===== src/rtl/mul16_pkg.sv =====
// Shared types and constants for the 16x16 multiply scheduler and its 8x8 multiplier.
package mul16_pkg;

   localparam int unsigned NREQ   = 2;
   localparam int unsigned W_OP   = 16;
   localparam int unsigned W_PP   = 16;
   localparam int unsigned W_RES  = 32;
   localparam int unsigned W_HALF = W_OP / 2;
   localparam int unsigned SH_MID = 8;
   localparam int unsigned SH_HI  = 16;

   localparam logic [2:0] ST_IDLE = 3'd0;
   localparam logic [2:0] ST_LL   = 3'd1;
   localparam logic [2:0] ST_HL   = 3'd2;
   localparam logic [2:0] ST_LH   = 3'd3;
   localparam logic [2:0] ST_HH   = 3'd4;
   localparam logic [2:0] ST_DONE = 3'd5;

   typedef enum logic [2:0] {
      IDLE = ST_IDLE,
      LL   = ST_LL,
      HL   = ST_HL,
      LH   = ST_LH,
      HH   = ST_HH,
      DONE = ST_DONE
   } state_t;

   typedef struct packed {
      logic [W_OP-1:0] a;
      logic [W_OP-1:0] b;
      logic            msb;
      logic            id;
   } op_t;

   function automatic logic [W_RES-1:0] pp_align(input logic [W_PP-1:0] pp,
                                                  input int unsigned     sh);
      return W_RES'(pp) << sh;
   endfunction

endpackage


===== src/rtl/mul8x8.sv =====
// Combinational 8x8 unsigned multiplier; interchangeable with the hard multiplier macro.
module mul8x8
   import mul16_pkg::*;
(
   input  logic [W_HALF-1:0] a,
   input  logic [W_HALF-1:0] b,
   output logic [W_PP-1:0]   p
);

   always_comb begin
      p = W_PP'(a) * W_PP'(b);
   end

endmodule


===== src/rtl/mul16_sched.sv =====
// Round-robin scheduler sharing one 8x8 multiplier across two requesters for 16x16 products.
// Optional: define MUL16_ZERO_SKIP_EN to bypass the partial-product sequence for zero operands.
module mul16_sched
   import mul16_pkg::*;
(
   input  logic                   clk,
   input  logic                   rst_n,
   input  logic [NREQ-1:0]        req_valid,
   output logic [NREQ-1:0]        req_ready,
   input  logic [NREQ*W_OP-1:0]   req_a,
   input  logic [NREQ*W_OP-1:0]   req_b,
   input  logic [NREQ-1:0]        req_msb,
   output logic                   rsp_valid,
   input  logic                   rsp_ready,
   output logic                   rsp_id,
   output logic [W_RES-1:0]       rsp_data,
   output logic                   busy
);

   state_t            state;
   state_t            start_state;
   op_t               op;
   logic [W_RES-1:0]  acc;
   logic [W_RES-1:0]  acc_add;
   logic              rr_ptr;
   logic              grant;
   logic              any_req;
   logic [W_OP-1:0]   a_sel;
   logic [W_OP-1:0]   b_sel;
   logic              msb_sel;
   logic [W_HALF-1:0] mul_a;
   logic [W_HALF-1:0] mul_b;
   logic [W_PP-1:0]   pp;

   // The pointer's requester wins a tie; otherwise whichever one is valid.
   always_comb begin
      any_req = |req_valid;
      grant   = req_valid[rr_ptr] ? rr_ptr : ~rr_ptr;
      a_sel   = grant ? req_a[2*W_OP-1:W_OP] : req_a[W_OP-1:0];
      b_sel   = grant ? req_b[2*W_OP-1:W_OP] : req_b[W_OP-1:0];
      msb_sel = req_msb[grant];
   end

   always_comb begin
      req_ready = '0;
      if (state == IDLE && any_req) begin
         req_ready[grant] = 1'b1;
      end
   end

`ifdef MUL16_ZERO_SKIP_EN
   always_comb begin
      start_state = ((a_sel == '0) || (b_sel == '0)) ? DONE : LL;
   end
`else
   always_comb begin
      start_state = LL;
   end
`endif

   always_comb begin
      mul_a = op.a[W_HALF-1:0];
      mul_b = op.b[W_HALF-1:0];
      case (state)
         HL: mul_a = op.a[W_OP-1:W_HALF];
         LH: mul_b = op.b[W_OP-1:W_HALF];
         HH: begin
            mul_a = op.a[W_OP-1:W_HALF];
            mul_b = op.b[W_OP-1:W_HALF];
         end
         default: ;
      endcase
   end

   mul8x8 u_mul (
      .a (mul_a),
      .b (mul_b),
      .p (pp)
   );

   always_comb begin
      acc_add = '0;
      case (state)
         LL:      acc_add = pp_align(pp, 0);
         HL, LH:  acc_add = pp_align(pp, SH_MID);
         HH:      acc_add = pp_align(pp, SH_HI);
         default: acc_add = '0;
      endcase
   end

   always_ff @(posedge clk or negedge rst_n) begin
      if (!rst_n) begin
         state  <= IDLE;
         op     <= '0;
         acc    <= '0;
         rr_ptr <= 1'b0;
      end else begin
         case (state)
            IDLE: begin
               if (any_req) begin
                  op.a   <= a_sel;
                  op.b   <= b_sel;
                  op.msb <= msb_sel;
                  op.id  <= grant;
                  acc    <= '0;
                  rr_ptr <= ~grant;
                  state  <= start_state;
               end
            end
            LL: begin
               acc   <= acc + acc_add;
               state <= HL;
            end
            HL: begin
               acc   <= acc + acc_add;
               state <= LH;
            end
            LH: begin
               acc   <= acc + acc_add;
               state <= op.msb ? HH : DONE;
            end
            HH: begin
               acc   <= acc + acc_add;
               state <= DONE;
            end
            DONE: begin
               if (rsp_ready) begin
                  state <= IDLE;
               end
            end
            default: state <= IDLE;
         endcase
      end
   end

   // Response fields come straight from registers, so they hold while DONE stalls.
   always_comb begin
      rsp_valid = (state == DONE);
      rsp_id    = op.id;
      rsp_data  = op.msb ? acc : {{(W_RES-W_OP){1'b0}}, acc[W_OP-1:0]};
      busy      = (state != IDLE);
   end

endmodule


===== config.mk =====
export PLATFORM = sky130hd
export DESIGN_NAME = mul16_sched
export DESIGN_NICKNAME = d
export VERILOG_FILES = /design/src/rtl/mul16_pkg.sv /design/src/rtl/mul8x8.sv /design/src/rtl/mul16_sched.sv
export SDC_FILE = /design/constraint.sdc
export NUM_CORES = 1
export LEC_CHECK = 0
export ABC_AREA = 1
export CORE_MARGIN = 2
export CORE_UTILIZATION = 35
export DETAILED_ROUTE_END_ITERATION = 6
export PLACE_DENSITY = 0.52
export SLEW_MARGIN = 30
export SYNTH_ARGS = -nofsm -noshare
export SYNTH_HDL_FRONTEND = slang
export SYNTH_SLANG_ARGS = --single-unit

===== constraint.sdc =====
create_clock -name clk -period 8.45 [get_ports clk]
set_input_delay 1.69 -clock clk [delete_from_list [all_inputs] [get_ports clk]]
set_output_delay 1.69 -clock clk [all_outputs]
set_load 0.005 [all_outputs]

==> impl_metrics.py <==
metrics = {
    "global_route": {
        "grt_max_degree": 71,
        "antenna_found_initial": 0,
        "track_usage_pct": 20.7,
        "grt_first_pass_wirelength_um": 36300,
        "grt_pass1_vias": 6731,
        "grt_overflow_total": 0,
    },
    "cells_and_area": {
        "regArea_um2": 1750,
        "utilization_pct": 42.6,
        "fillers": 2194,
        "layout_commonest_cell": "nand2_1",
        "stdcell_count": 1449,
        "drive_gt1_share_pct": 3.83,
        "multiInputGateArea_um2": 4810,
        "antennaDiodeCount": 0,
        "area_growth_pct": 19.9,
        "nets": 1344,
        "final_cell_mix": "nand2_1, inv_1, nor2_1, clkdlybuf4s50_1, dfrtp_1",
    },
    "logic_synthesis": {
        "muxShareOfSynthArea_pct": 0.135,
        "syn-cell-area_um2": 7420,
        "synth.distinct_cells": 37,
        "synth_top_cell_by_area": "dfrtp_1",
        "synth.top_cell.area_share_pct": 23.6,
        "yosys.area_share.simple_pct": 29.1,
        "postSynthCellCount": 1086,
        "async_reset_ff_share_pct": 100,
        "synth_fa_ha_area_share_pct": 21.3,
        "ys_ff_latch": 70,
        "yosysSeqAreaShare_pct": 23.6,
        "yosys_warnings": 0,
        "synth_edf_count": 0,
        "synth_top_family_by_area": "simple AND/OR/NAND/NOR gates",
        "synth_xor_area_share_pct": 1.65,
        "avgSynthCellArea_um2": 6.83,
        "synth_flop_cell": "dfrtp_1",
        "synth_compound_area_share_pct": 12.6,
        "synth_area_leaders": "dfrtp_1, nand2_1, ha_1",
        "syn_nets": 1261,
    },
    "setup_path": {
        "critPathMaxStageDelay_ns": 0.64,
        "cp-end-kind": "flip-flop",
        "cp.required_ns": 8.69,
        "start_kind": "flip-flop",
        "cp_max_fo": 18,
        "arrival_ns": 7.70,
        "path_class": "reg2reg",
        "crit_slowest_cell": "o21ai_0",
    },
    "cts": {
        "clock-sinks": 70,
        "cts_setup_buffers": 0,
        "cts-buffers-inserted": 9,
        "ctsHoldBuffers": 0,
        "cts_buffer_depth": 2,
        "cts_tree": "built",
        "cts_resized": 0,
        "cts_root_buf": "clkbuf_16",
        "htree_levels": 3,
        "clk_pin_slew_ns": 0.07,
        "clock_latency_ns": 0.35,
    },
    "place": {
        "port_buffers": 107,
        "hpwl_um": 18000,
        "dp.cells": 1433,
        "routabilityCongestion": 0.955,
    },
    "route": {
        "postRouteAntennaNets": 0,
        "dr_total_vias": 7101,
        "drc": 0,
        "wl_per_cell_um": 15.5,
        "drt-pass1-iter-count": 5,
        "finalWirelength_um": 22400,
        "drt_iter0_markers": 542,
        "avgViaCountPerCell": 4.90,
    },
    "min_path": {
        "worst_hold_path_type": "reg2reg",
    },
    "sta": {
        "fin_crit_ns": 7.46,
        "final.period_utilization_pct": 88.3,
        "fin_worst_skew_ns": 0.0131,
        "tightest_slew_ns": 0.929,
        "holdWs_ns": 0.490,
        "slew_violations": 0,
        "maxSlewHeadroom_pct": 38.0,
        "finalHoldViolCount": 0,
        "max_clock_freq_mhz": 134,
        "tns_ns": 0,
        "grt_setup_unrepaired": "false",
        "setup_violations": 0,
    },
    "floorplan": {
        "die_w_um": 150,
        "std_cell_rows": 53,
        "start_util_pct": 35.5,
        "die_area_um2": 22400,
        "io_pins": 108,
        "die_y_um": 150,
        "core-area_um2": 20900,
    },
    "job": {
        "maxCapViolations": 0,
    },
    "status": {
        "outcome": "complete, no violations",
    },
}
-- worst max-delay path, delay by kind of cell, from the launching register on --
kind	cells	cell delay, ns
flip-flops	1	0.40
adder cells (fa/ha/maj)	6	2.90
buffers and inverters	5	0.38
XOR/XNOR	1	0.29
AO/OA/AOI/OAI	9	2.30
AND/OR/NAND/NOR	8	1.08
-- final cells by class --
cell class	count	share of cell area (%)
Sequential cell	70	19.7
Multi-Input combinational cell	816	54.0
Timing Repair Buffer	109	12.2
Inverter	163	6.93
Clock buffer	9	2.53
Tap cell	275	3.87
Clock inverter	7	0.717
-- cell families (layout without fill, tap and decap cells) --
family	count (synthesis)	count (layout)
flops	70	70
compound gates	161	161
xor+xnor	14	14
buf+inv	200	288
fa+ha+maj	104	104
mux	1	1
simple gates	536	536
-- flip-flops by register name, indices dropped and copies added, names as in the netlist --
register,cells
acc,32
op,33
rr_ptr,1
rsp_id,1
state,3
-- through the flow --
| step | setup WS (ns) | cell area (um^2) |
|---|---|---|
| after CTS | 1.06 | 8890 |
| final | 0.991 | 8900 |
| after global routing | 0.466 | 8900 |
| after detailed placement | 1.08 | 8600 |
| after floorplan | 2.30 | 7420 |
| after global placement | 1.24 | 8600 |
-- cells in the mapped netlist, types with 4 or more instances --
library cell and count:
nand4_1 4, o22ai_1 16, inv_2 7, buf_2 10
ha_1 67, buf_6 4, inv_1 154, o21ai_1 12
dfrtp_1 70, nand3_1 54, o21ai_0 42, a21oi_1 56
fa_1 37, o21bai_1 8, xor2_1 5, o211ai_1 15
clkbuf_1 6, nand2_1 333, buf_4 17, nor3_1 10
or2_2 5, nor2_1 118, xnor2_1 9
-- path summary, 6_finish.rpt --
| check | slack, ns | cells after the start | startpoint | endpoint |
|---|---|---|---|---|
| setup / recovery | 0.99 | 29 | state[1] | acc[29] |
| hold / removal | 0.49 | 2 | rsp_id | rsp_id |
| setup reg to reg | 0.99 | 29 | state[1] | acc[29] |
| hold reg to reg | 0.49 | 2 | rsp_id | rsp_id |
| max in group asynchronous | 6.60 | 1 | rst_n | op[32] |
| min in group asynchronous | 1.36 | 1 | rst_n | acc[28] |
-- layer usage --
| metal | up-vias | routed length, um | track usage (%) |
|---|---|---|---|
| met5 | - | 0 | 0 |
| met4 | 0 | 153 | 3.29 |
| met3 | 7 | 1040 | 3.17 |
| met2 | 146 | 9820 | 30.8 |
| met1 | 3326 | 11400 | 32.0 |
| li1 | 3622 | - | - |
Power is not shown: default switching activity piles up to over one toggle a cycle in this logic, so the estimate is an artifact.
